--- src/rtl/cpu_pkg.sv ---
// cpu_pkg: constants shared by the decode extender, the ID/EX stage and the ALU.
//   DATA_W / REG_W / CTRL_W / SHAMT_W : datapath widths
//   ALU_*                             : ALUControl encodings
//   is_imm_shift / is_var_shift       : shift-class decode of ALUControl
package cpu_pkg;

    localparam int unsigned DATA_W  = 32;
    localparam int unsigned REG_W   = 5;
    localparam int unsigned CTRL_W  = 5;
    localparam int unsigned SHAMT_W = 5;

    typedef logic [CTRL_W-1:0] alu_ctrl_t;

    localparam alu_ctrl_t ALU_SLTU = 5'b01000;
    localparam alu_ctrl_t ALU_SLL  = 5'b01110;
    localparam alu_ctrl_t ALU_SLLV = 5'b01111;
    localparam alu_ctrl_t ALU_SRL  = 5'b10000;
    localparam alu_ctrl_t ALU_SRLV = 5'b10001;
    localparam alu_ctrl_t ALU_SRA  = 5'b10010;
    localparam alu_ctrl_t ALU_SRAV = 5'b10011;

    // Shifts whose amount comes from the instruction's shamt field.
    function automatic logic is_imm_shift(input alu_ctrl_t ctrl);
        return (ctrl == ALU_SLL) || (ctrl == ALU_SRL) || (ctrl == ALU_SRA);
    endfunction

    // Shifts whose amount comes from the low bits of rs.
    function automatic logic is_var_shift(input alu_ctrl_t ctrl);
        return (ctrl == ALU_SLLV) || (ctrl == ALU_SRLV) || (ctrl == ALU_SRAV);
    endfunction

endpackage

--- src/rtl/skid_buffer.sv ---
// skid_buffer: 2-entry valid/ready register with a registered in_ready.
//   clk, rst (async, active-high), flush (sync kill of both entries)
//   in_valid/in_ready/in_data   : upstream handshake
//   out_valid/out_ready/out_data: downstream handshake, out_data driven by the main register
module skid_buffer #(
    parameter int unsigned WIDTH = 8
) (
    input  logic             clk,
    input  logic             rst,
    input  logic             flush,
    input  logic             in_valid,
    output logic             in_ready,
    input  logic [WIDTH-1:0] in_data,
    output logic             out_valid,
    input  logic             out_ready,
    output logic [WIDTH-1:0] out_data
);

    logic             main_valid_q, main_valid_d;
    logic             skid_valid_q, skid_valid_d;
    logic             ready_q, ready_d;
    logic [WIDTH-1:0] main_q, main_d;
    logic [WIDTH-1:0] skid_q, skid_d;
    logic             accept, drain;

    assign accept = in_valid & ready_q;
    assign drain  = main_valid_q & out_ready;

    // ready_q is only ever 1 while the skid is empty, so accept and a
    // skid-to-main move never coincide.
    always_comb begin
        main_valid_d = main_valid_q;
        skid_valid_d = skid_valid_q;
        main_d       = main_q;
        skid_d       = skid_q;
        if (flush) begin
            main_valid_d = 1'b0;
            skid_valid_d = 1'b0;
        end else if (drain && skid_valid_q) begin
            main_d       = skid_q;
            skid_valid_d = 1'b0;
        end else if (accept && (!main_valid_q || drain)) begin
            main_d       = in_data;
            main_valid_d = 1'b1;
        end else if (accept) begin
            skid_d       = in_data;
            skid_valid_d = 1'b1;
        end else if (drain) begin
            main_valid_d = 1'b0;
        end
        ready_d = ~skid_valid_d;
    end

    always_ff @(posedge clk or posedge rst) begin
        if (rst) begin
            main_valid_q <= 1'b0;
            skid_valid_q <= 1'b0;
            ready_q      <= 1'b1;
            main_q       <= '0;
            skid_q       <= '0;
        end else begin
            main_valid_q <= main_valid_d;
            skid_valid_q <= skid_valid_d;
            ready_q      <= ready_d;
            main_q       <= main_d;
            skid_q       <= skid_d;
        end
    end

    assign in_ready  = ready_q;
    assign out_valid = main_valid_q;
    assign out_data  = main_q;

endmodule

--- src/rtl/id_ex_stage.sv ---
// id_ex_stage: ID/EX pipeline register between decode and the ALU.
//   Selects operand A/B and the shift amount at capture time, then holds the bundle in a
//   2-entry skid buffer so in_ready is registered.
//   clk, rst (async, active-high), flush (sync kill)
//   in_*  : decode bundle with in_valid/in_ready handshake
//   out_* : ALU bundle with out_valid/out_ready handshake
//   stall_cnt : saturating count of out_valid && !out_ready cycles, present only when
//               ID_EX_STALL_CNT_EN is defined
module id_ex_stage
    import cpu_pkg::*;
#(
    parameter int unsigned DATA_W = cpu_pkg::DATA_W,
    parameter int unsigned CTRL_W = cpu_pkg::CTRL_W,
    parameter int unsigned REG_W  = cpu_pkg::REG_W
) (
    input  logic              clk,
    input  logic              rst,
    input  logic              flush,
    input  logic              in_valid,
    output logic              in_ready,
    input  logic [CTRL_W-1:0] in_ctrl,
    input  logic [DATA_W-1:0] in_ext_imm,
    input  logic [DATA_W-1:0] in_rs_data,
    input  logic [DATA_W-1:0] in_rt_data,
    input  logic              in_use_imm,
    input  logic [REG_W-1:0]  in_rd,
    output logic              out_valid,
    input  logic              out_ready,
    output logic [CTRL_W-1:0] out_ctrl,
    output logic [DATA_W-1:0] out_op_a,
    output logic [DATA_W-1:0] out_op_b,
    output logic [4:0]        out_shamt,
    output logic [REG_W-1:0]  out_rd
`ifdef ID_EX_STALL_CNT_EN
    ,
    output logic [31:0]       stall_cnt
`endif
);

    localparam int unsigned BUNDLE_W = CTRL_W + 2 * DATA_W + 5 + REG_W;

    logic [DATA_W-1:0]   op_a, op_b;
    logic [4:0]          shamt;
    logic [BUNDLE_W-1:0] bundle_in, bundle_out;

    // Immediate shifts (SLL/SRL/SRA) shift rt, so rt takes the operand A slot.
    always_comb begin
        op_a  = in_rs_data;
        op_b  = in_use_imm ? in_ext_imm : in_rt_data;
        shamt = 5'd0;
        if (is_imm_shift(in_ctrl)) begin
            op_a  = in_rt_data;
            shamt = in_ext_imm[10:6];
        end else if (is_var_shift(in_ctrl)) begin
            shamt = in_rs_data[4:0];
        end
    end

    assign bundle_in = {in_ctrl, op_a, op_b, shamt, in_rd};

    skid_buffer #(
        .WIDTH (BUNDLE_W)
    ) u_skid (
        .clk       (clk),
        .rst       (rst),
        .flush     (flush),
        .in_valid  (in_valid),
        .in_ready  (in_ready),
        .in_data   (bundle_in),
        .out_valid (out_valid),
        .out_ready (out_ready),
        .out_data  (bundle_out)
    );

    assign {out_ctrl, out_op_a, out_op_b, out_shamt, out_rd} = bundle_out;

`ifdef ID_EX_STALL_CNT_EN
    logic [31:0] stall_cnt_q;

    // Flush does not clear the counter; only reset does.
    always_ff @(posedge clk or posedge rst) begin
        if (rst) begin
            stall_cnt_q <= '0;
        end else if (out_valid && !out_ready && (stall_cnt_q != 32'hFFFF_FFFF)) begin
            stall_cnt_q <= stall_cnt_q + 32'd1;
        end
    end

    assign stall_cnt = stall_cnt_q;
`endif

endmodule

--- config.mk ---
export PLATFORM = sky130hd
export DESIGN_NAME = id_ex_stage
export DESIGN_NICKNAME = d
export VERILOG_FILES = /design/src/rtl/cpu_pkg.sv /design/src/rtl/skid_buffer.sv /design/src/rtl/id_ex_stage.sv
export SDC_FILE = /design/constraint.sdc
export NUM_CORES = 1
export LEC_CHECK = 0
export ABC_AREA = 1
export CELL_PAD_IN_SITES_DETAIL_PLACEMENT = 1
export CELL_PAD_IN_SITES_GLOBAL_PLACEMENT = 1
export CORE_ASPECT_RATIO = 1.4
export CORE_MARGIN = 5
export CORE_UTILIZATION = 38
export CTS_CLUSTER_SIZE = 24
export DETAILED_ROUTE_END_ITERATION = 8
export HOLD_SLACK_MARGIN = 0.15
export PLACE_DENSITY_LB_ADDON = 0.1
export SLEW_MARGIN = 20
export SYNTH_ARGS = -nofsm -noshare
export SYNTH_HDL_FRONTEND = slang
export SYNTH_SLANG_ARGS = --single-unit
--- constraint.sdc ---
create_clock -name clk -period 16.75 [get_ports clk]
set_input_delay 3.35 -clock clk [delete_from_list [all_inputs] [get_ports clk]]
set_output_delay 3.35 -clock clk [all_outputs]
set_load 0.02 [all_outputs]
* Word-level counts from Yosys, hierarchy flattened
Index checks and enable logic that the tools add are counted.
** Storage, ports and cells
- Output and inout port bits :: 81
- Word-level logic and storage cells :: 47
- Bits in registers :: 161
- Input bits :: 112
** Operators by class
- Reductions and logical operators :: 13
- Equal/unequal tests :: 8
- Muxes and demuxes :: 15
- Bitwise gates (word level) :: 6
** Operator list (count)
- $mux 79 :: 2
- $mux 32 :: 2
- $eq 5x5->1 const B :: 4
- $eq 5x4->1 const B :: 2
- $mux 5 :: 2
- $mux 1 :: 9
- $logic_or 1x1->1 :: 5
- $not 1->1 :: 4
- $reduce_and 4->1 :: 1
- $ne 3x3->1 const B :: 1
- $reduce_and 3->1 :: 1
- $reduce_bool 3->1 :: 1
- $and 1x1->1 :: 2
- $logic_and 1x1->1 :: 2
- $ne 2x2->1 const B :: 1
- $reduce_and 2->1 :: 1
- $reduce_bool 2->1 :: 1
- $logic_not 1->1 :: 1

* Depth between registers and ports, before layout
Gate-level depths: netlist (run 1).
- Depth after elaboration :: 7
- Depth in mapped cells :: 11
- Gate-level depth less buffers :: 10

* Modules after synthesis
Synthesis (run 1) repeated with hierarchy kept, for this count alone.
** Second synthesis, totals
- Cells, all modules :: 1057
- Area total of the unflattened synthesis :: 8331.7 sq um
** By module, submodules not included
- skid_buffer :: area each 7270.7 sq um, cells each 889, sequential area each 4030.1 sq um, instances 1
- id_ex_stage :: area each 1061.0 sq um, cells each 168, sequential area each 0.0 sq um, instances 1

* Least setup slack after synthesis (run 1)
No wires, ideal clock.
- Path kind :: input to register
- Start :: input out_ready
- End :: register u_skid.main_q[42], in the netlist u_skid.out_data[42]
- Library setup time :: 0.116 ns
- Data arrival time :: 4.191 ns
- Cell stages on the path :: 9
- Slack :: 12.442 ns
- Data required time :: 16.634 ns
- Path buffers :: 2
- Cell sequence :: nand3_2 > inv_2 > nand2_2 > nand2_4 > inv_2 > buf_6 > buf_6 > nand2_1 > nand2_1
** Between the ends
- Word-level cells in the longest chain between the ends :: 5
- Elaborated cells on any way between the ends :: 7
- Those cells by class :: mux (1); bitwise (1); reduce/logical (5)
** RTL lines
- from (decl) :: line id_ex_stage.sv:28 : input logic out_ready,
- $and 1x1->1 * :: line skid_buffer.sv:27 : assign drain = main_valid_q & out_ready;
- $logic_or 1x1->1 :: line skid_buffer.sv:42 : end else if (accept && (!main_valid_q || drain)) begin
- $logic_and 1x1->1 :: line skid_buffer.sv:42
- $reduce_bool 2->1 (no line)
- $reduce_and 2->1 (no line)
- to (signal assigned) :: line skid_buffer.sv:65 : main_q <= main_d;
- to (decl) :: line skid_buffer.sv:22 : logic [WIDTH-1:0] main_q, main_d;
Every way passes the cells marked *; elsewhere a longest branch is shown, timed or not.
A chain may end at the register's enable or synchronous reset.

* Worst setup path in the final report (run 1)
- Start :: input out_ready
- End :: register u_skid.main_q[5], in the netlist u_skid.out_data[5]
The elaborated chain is that of the path after synthesis.

==> flow_summary_export.csv, run 1 <==
group,metric,value,unit
critical_path,critPathLaunch,"out_ready",
detailed_routing,avgRoutedWirePerCell,18.0,µm
synth,synth_cells,981,
critical_path,start_kind,"input port",
layout,post-route-util,0.515,
detailed_routing,viasPerCell,5.17,
timing,hold_viol,0,
placed_design,detailed_place_hpwl,16700,µm
detailed_routing,drt-pass1-iter-count,5,
global_route,antenna_found_initial,1,
timing,min_period,7.25,ns
global_route,grt_pass1_wl,40100,µm
run_status,outcome,"complete, no violations",
detailed_routing,drt-initial-drc-count,501,
critical_path,critical_path.cell_chain,"clkdlybuf4s50_1, nand3_4, inv_2, nand2_2, nand2_4, buf_4, clkinv_2, nor2_1, a21oi_1",
synth,synth_area_per_cell,7.79,µm²
timing,post-route-period-util,0.433,
detailed_routing,via_count,7232,
timing,drv_slew,0,
synth,synth.net_count,1093,
timing,setup_tns,0,ns
cts,htreeDepth,4,
pwr,powerDensity,129,nW/µm²
global_route,use_met1,0.311,
critical_path,setup.worst_path.end,"u_skid.out_data[5]",
layout,syn2layout_area_growth,33.8,%
critical_path,reg2reg_slack,12.51,ns
synth,seq_area_frac_synth,0.527,
detailed_routing,wl,25200,µm
layout,fillers,2431,
cts,clk_path_buf_depth,2,
floorplan,rows,61,
pwr,finalPower,1.32,mW
layout,layout_common_cells,"nand2_1 (303), clkdlybuf4s50_1 (191), dfrtp_1 (160)",
floorplan,ioPinCount,193,
synth,synth_area_leaders,"dfrtp_1 (52%), nand2_1 (15%), nor2_1 (7.6%), a31oi_1 (6.1%), o21ai_0 (4.4%)",
layout,multiInputGateArea,3130,µm²
synth,synth_cell_type_count,22,
critical_path,slowest_delay,1.05,ns
pwr,peakVddDrop,0.0000668,V
critical_path,worstSetupPathType,"in -> reg",
cts,cts_resized,0,
global_route,track_usage,0.220,
critical_path,ff2ff_path_depth,8,
cts,insertion_delay,0.43,ns
floorplan,core-area,19800,µm²
cts,cts_setup_buffers,0,
detailed_routing,postRouteAntennaNets,0,
critical_path,r2r_end,"u_skid.out_data[5]",
synth,synth-seq-cells,161,
synth,synth_top_area_share,0.524,
critical_path,crit_fanout,90,
critical_path,arrival,7.54,ns
min_path,hold_class,"reg -> reg",
detailed_routing,drc,0,
critical_path,cp_slowest_cell,"clkinv_2",
cts,cts_made_buffers,17,
timing,finClkSkew,0.00796,ns
cts,ctsHoldBuffers,0,
timing,fmax,138,MHz
placed_design,globalplace.congestion,0.840,
cts,clock-sinks,161,
global_route,met2_usage,0.351,
floorplan,die_height,178,µm
timing,relSlewSlack,0.322,
timing,final-setup-viol-count,0,
synth,synth_area,7640,µm²
critical_path,cp.required,17.05,ns
cts,clk_pin_slew_worst_paths,0.07,ns
synth,yosys_warnings,0,
run,max_cap_viol_count,0,
floorplan,start_util,0.385,
global_route,use_met3,0.0343,
layout,seqCellArea,4030,µm²
layout,layout_commonest_cell,"nand2_1",
critical_path,regToRegStartpoint,"u_skid.out_valid",
floorplan,die_area,23100,µm²
floorplan,dieWidth,130,µm
critical_path,worstSetupEndpointType,"flip-flop",
timing,rsz0062_at_grt,"no",
synth,yosys.area.top_type,"dfrtp_1",
global_route,grt_overflow_total,0,
cts,tritoncts,"yes",
pwr,p_leak,4.75,nW
global_route,grt-busiest-layer,"met2",
layout,finalNetCount,1243,
layout,drive_gt1_frac,0.0472,
timing,worstMarginPinSlew,1.02,ns
global_route,grt_pass1_vias,7453,
cts,cts_root_buffer,"clkbuf_16",
placed_design,port_buffers,192,
global_route,grt_max_degree,105,
## cells in the mapped netlist
library cell / count
nand2_1: 304
dfrtp_1: 160
nor2_1: 155
a31oi_1: 75
o21ai_0: 67
inv_1: 44
nand4_1: 42
nand3_1: 35
clkbuf_1: 34
buf_2: 30
o21ai_1: 9
a21oi_1: 8
buf_1: 3
inv_2: 3
o211ai_1: 3
buf_4: 2
buf_6: 2
dfstp_2: 1
nand2_2: 1
nand2_4: 1
nand3_2: 1
o21ai_2: 1
## sequential cells by signal, summed over array words and instances (netlist names)
| signal | flops |
|---|---|
| u_skid.in_ready | 1 |
| u_skid.out_data | 79 |
| u_skid.out_valid | 1 |
| u_skid.skid_q | 79 |
| u_skid.skid_valid_q | 1 |
## metrics by stage
stage | setup WS [ns] | cell area, µm² | hold WS [ns] | std cells
2_1_floorplan | 9.05 | 7640 | 0.422 | 981
3_3_place_gp | 9.56 | 9640 | 0.464 | 1363
3_5_place_dp | 9.44 | 9640 | 0.472 | 1363
4_1_cts | 9.85 | 10200 | 0.490 | 1395
5_1_grt | 9.06 | 10200 | 0.509 | 1397
6_report | 9.50 | 10200 | 0.486 | 1398
## where the power goes
part	switching (mW)	internal [mW]
logic	0.196	0.169
clock network	0.173	0.200
registers	0.0704	0.506
total	0.440	0.876
## critical path, delay by kind of cell
kind                   cells  cell delay, ns
AND/OR/NAND/NOR            4            1.01
buffers and inverters      4            3.02
AO/OA/AOI/OAI              1            0.11
## worst min-delay path by stage
stage / to / from / cells after the start
floorplan: u_skid.in_ready / u_skid.skid_valid_q / 1
global placement: u_skid.out_data[72] / u_skid.out_data[72] / 2
detailed placement: u_skid.out_data[59] / u_skid.out_data[59] / 2
CTS: u_skid.skid_q[29] / u_skid.skid_q[29] / 2
global route: u_skid.out_data[62] / u_skid.out_data[62] / 2
finish: u_skid.skid_q[36] / u_skid.skid_q[36] / 2
## per-layer routing
metal | part of all wire | up-vias
met5 | 0 | -
met4 | 0.016 | 0
met3 | 0.043 | 24
met2 | 0.48 | 175
met1 | 0.46 | 3513
li1 | - | 3520
## logic make-up (layout without fill, tap and decap cells)
logic type | Yosys count | in the layout | synth area share
DFF | 161 | 161 | 0.527
other | 0 | 2 | 0
buffers and inverters | 118 | 281 | 0.0658
AOI/OAI and AO/OA | 163 | 163 | 0.120
and+or+nand+nor | 539 | 539 | 0.286
## area by class of cell
type                    count  share of cell area
clock buffers              19              0.0443
multi-input cells         702               0.306
repair buffers            202               0.197
inverters                  47              0.0179
well taps                 252              0.0308
diodes                      2            0.000489
clock inverters            13              0.0102
flip-flops and latches    161               0.394
Note: power is estimated with default switching activity, not from simulation.
==> run 2, diff against run 1 <==
- CORE_UTILIZATION: 38 -> 36
- clock period: 16.75 -> 7 ns (I/O delays scaled with it)
==> run 2 against run 1 <==
Against the previous run:
- sequential power increased by 140%
- largest power group unchanged
- count of clock-buffer cells in the layout increased by 1
- largest cell class unchanged
- combinational power increased by 140%
- first-iteration DRC count decreased by 4.4%
- routed wire length decreased by 1.8%
- final cell count increased by 0.57%
- sequential share of layout area about the same
- register-to-register slack got worse by 8.5 ns
- via count decreased by 0.69%
- clock skew increased by 0.0016 ns
- hold slack got worse by 0.0045 ns
- clock power increased by 140%
==> flow_summary_export.csv, run 2 (synthesized netlist as in run 1, its figures left out) <==
group,metric,value,unit
critical_path,critical_path.cell_chain,"clkdlybuf4s50_1, nand3_4, inv_2, nand2_2, nand2_4, buf_4, nor2_1, a31oi_1",
pwr,powerDensity,306,nW/µm²
timing,min_period,3.99,ns
cts,htreeDepth,4,
detailed_routing,drc,0,
layout,layout_common_cells,"nand2_1 (303), clkdlybuf4s50_1 (191), dfrtp_1 (160)",
cts,cts_resized,0,
pwr,seq_power_share,0.439,
timing,setup_tns,0,ns
cts,clock-sinks,161,
detailed_routing,drt-initial-drc-count,479,
placed_design,detailed_place_hpwl,16800,µm
layout,finalNetCount,1244,
critical_path,worstSetupPathType,"in -> reg",
cts,cts_setup_buffers,0,
floorplan,die_area,24300,µm²
cts,ctsHoldBuffers,0,
layout,layout_commonest_cell,"nand2_1",
timing,drv_slew,0,
detailed_routing,via_count,7182,
detailed_routing,viasPerCell,5.11,
floorplan,dieWidth,133,µm
cts,clk_path_buf_depth,2,
critical_path,cp_top_family,"buffers and inverters",
pwr,peakVddDrop,0.000164,V
layout,syn2layout_area_growth,33.8,%
timing,fmax,251,MHz
pwr,swShare,0.330,
pwr,power.switching,1.03,mW
critical_path,arrival,4.34,ns
run,max_cap_viol_count,0,
placed_design,port_buffers,192,
global_route,grt_max_degree,90,
placed_design,globalplace.congestion,0.844,
cts,cts_made_buffers,17,
detailed_routing,postRouteAntennaNets,0,
critical_path,crit_fanout,89,
timing,rsz0062_at_grt,"no",
layout,drive_gt1_frac,0.0472,
critical_path,worst-path-buf-inv,3,
global_route,grt_pass1_wl,40000,µm
critical_path,worstSetupEndpointType,"flip-flop",
timing,relSlewSlack,0.300,
critical_path,slowest_delay,0.72,ns
timing,post-route-period-util,0.570,
critical_path,start_kind,"input port",
floorplan,rows,63,
timing,final-setup-viol-count,0,
pwr,pwr-share-comb,0.278,
cts,tritoncts,"yes",
global_route,antenna_found_initial,2,
critical_path,cp_slowest_cell,"inv_2",
layout,fin_area,10200,µm²
detailed_routing,avgRoutedWirePerCell,17.6,µm
global_route,grt_pass1_vias,7244,
detailed_routing,drt-pass1-iter-count,5,
floorplan,core-area,21000,µm²
cts,insertion_delay,0.43,ns
global_route,track_usage,0.204,
critical_path,cp.required,7.35,ns
floorplan,ioPinCount,193,
placed_design,place_area,9660,µm²
run_status,outcome,"complete, no violations",
global_route,grt_overflow_total,0,
timing,hold_viol,0,
pwr,p_leak,4.73,nW
timing,worstMarginPinSlew,1.05,ns
min_path,hold_class,"reg -> reg",
floorplan,die_height,182,µm
pwr,pwr-share-clk,0.283,
timing,finClkSkew,0.00953,ns
detailed_routing,wl,24800,µm
cts,cts_root_buffer,"clkbuf_16",
floorplan,start_util,0.363,
cts,clk_pin_slew_worst_paths,0.07,ns
pwr,p_int,2.09,mW
-- run 2: layout make-up --
cell class	count	area [µm²]
clock inverters	12	100
diodes	1	2.50
multi-input cells	702	3130
clock buffers	20	457
fillers	2520	10800
inverters	47	181
flip-flops and latches	161	4030
well taps	260	325
repair buffers	203	2000
-- run 2: final timing paths --
| kind | startpoint | endpoint | slack, ns | cells after the start |
|---|---|---|---|---|
| setup / recovery | out_ready | u_skid.out_data[27] | 3.01 | 8 |
| hold / removal | u_skid.out_data[65] | u_skid.out_data[65] | 0.48 | 2 |
| setup reg to reg | u_skid.out_valid | u_skid.out_data[27] | 4.05 | 7 |
| hold reg to reg | u_skid.out_data[65] | u_skid.out_data[65] | 0.48 | 2 |
| max in group asynchronous | rst | u_skid.out_data[46] | 4.40 | 3 |
| min in group asynchronous | rst | u_skid.skid_q[35] | 1.47 | 2 |
-- run 2: through the flow --
stage / std cells / util / hold slack, ns / worst slack [ns] / total power, mW
2_1_floorplan: 981 / - / 0.422 / 1.25 / 1.84
3_3_place_gp: 1373 / 0.459 / 0.464 / 2.59 / 2.24
3_5_place_dp: 1373 / 0.459 / 0.465 / 2.50 / 2.27
4_1_cts: 1405 / 0.486 / 0.490 / 2.96 / 3.16
5_1_grt: 1406 / 0.486 / 0.506 / 2.69 / 3.32
6_report: 1406 / 0.486 / 0.482 / 3.01 / 3.13
-- run 2: worst reg2reg max path, stage by stage, from the launching register on --
cell	delay (ns)
dfrtp_1	0.47
nand3_4	0.36
inv_2	0.72
nand2_2	0.19
nand2_4	0.12
buf_4	0.70
nor2_1	0.15
a31oi_1	0.17
-- run 2: power groups by stage --
stage / sequential [mW] / combinational [mW] / clock (mW)
after global placement: 1.38 / 0.856 / 0
after floorplan: 1.49 / 0.355 / 0
after CTS: 1.38 / 0.883 / 0.904
after detailed placement: 1.39 / 0.878 / 0
final: 1.37 / 0.869 / 0.886
after global routing: 1.41 / 0.962 / 0.946
-- run 2: per-layer routing --
layer / routed length (µm) / track usage
met1: 11700 / 0.289
met2: 11500 / 0.317
met3: 1040 / 0.0427
met4: 482 / 0.0572
met5: 13 / 0
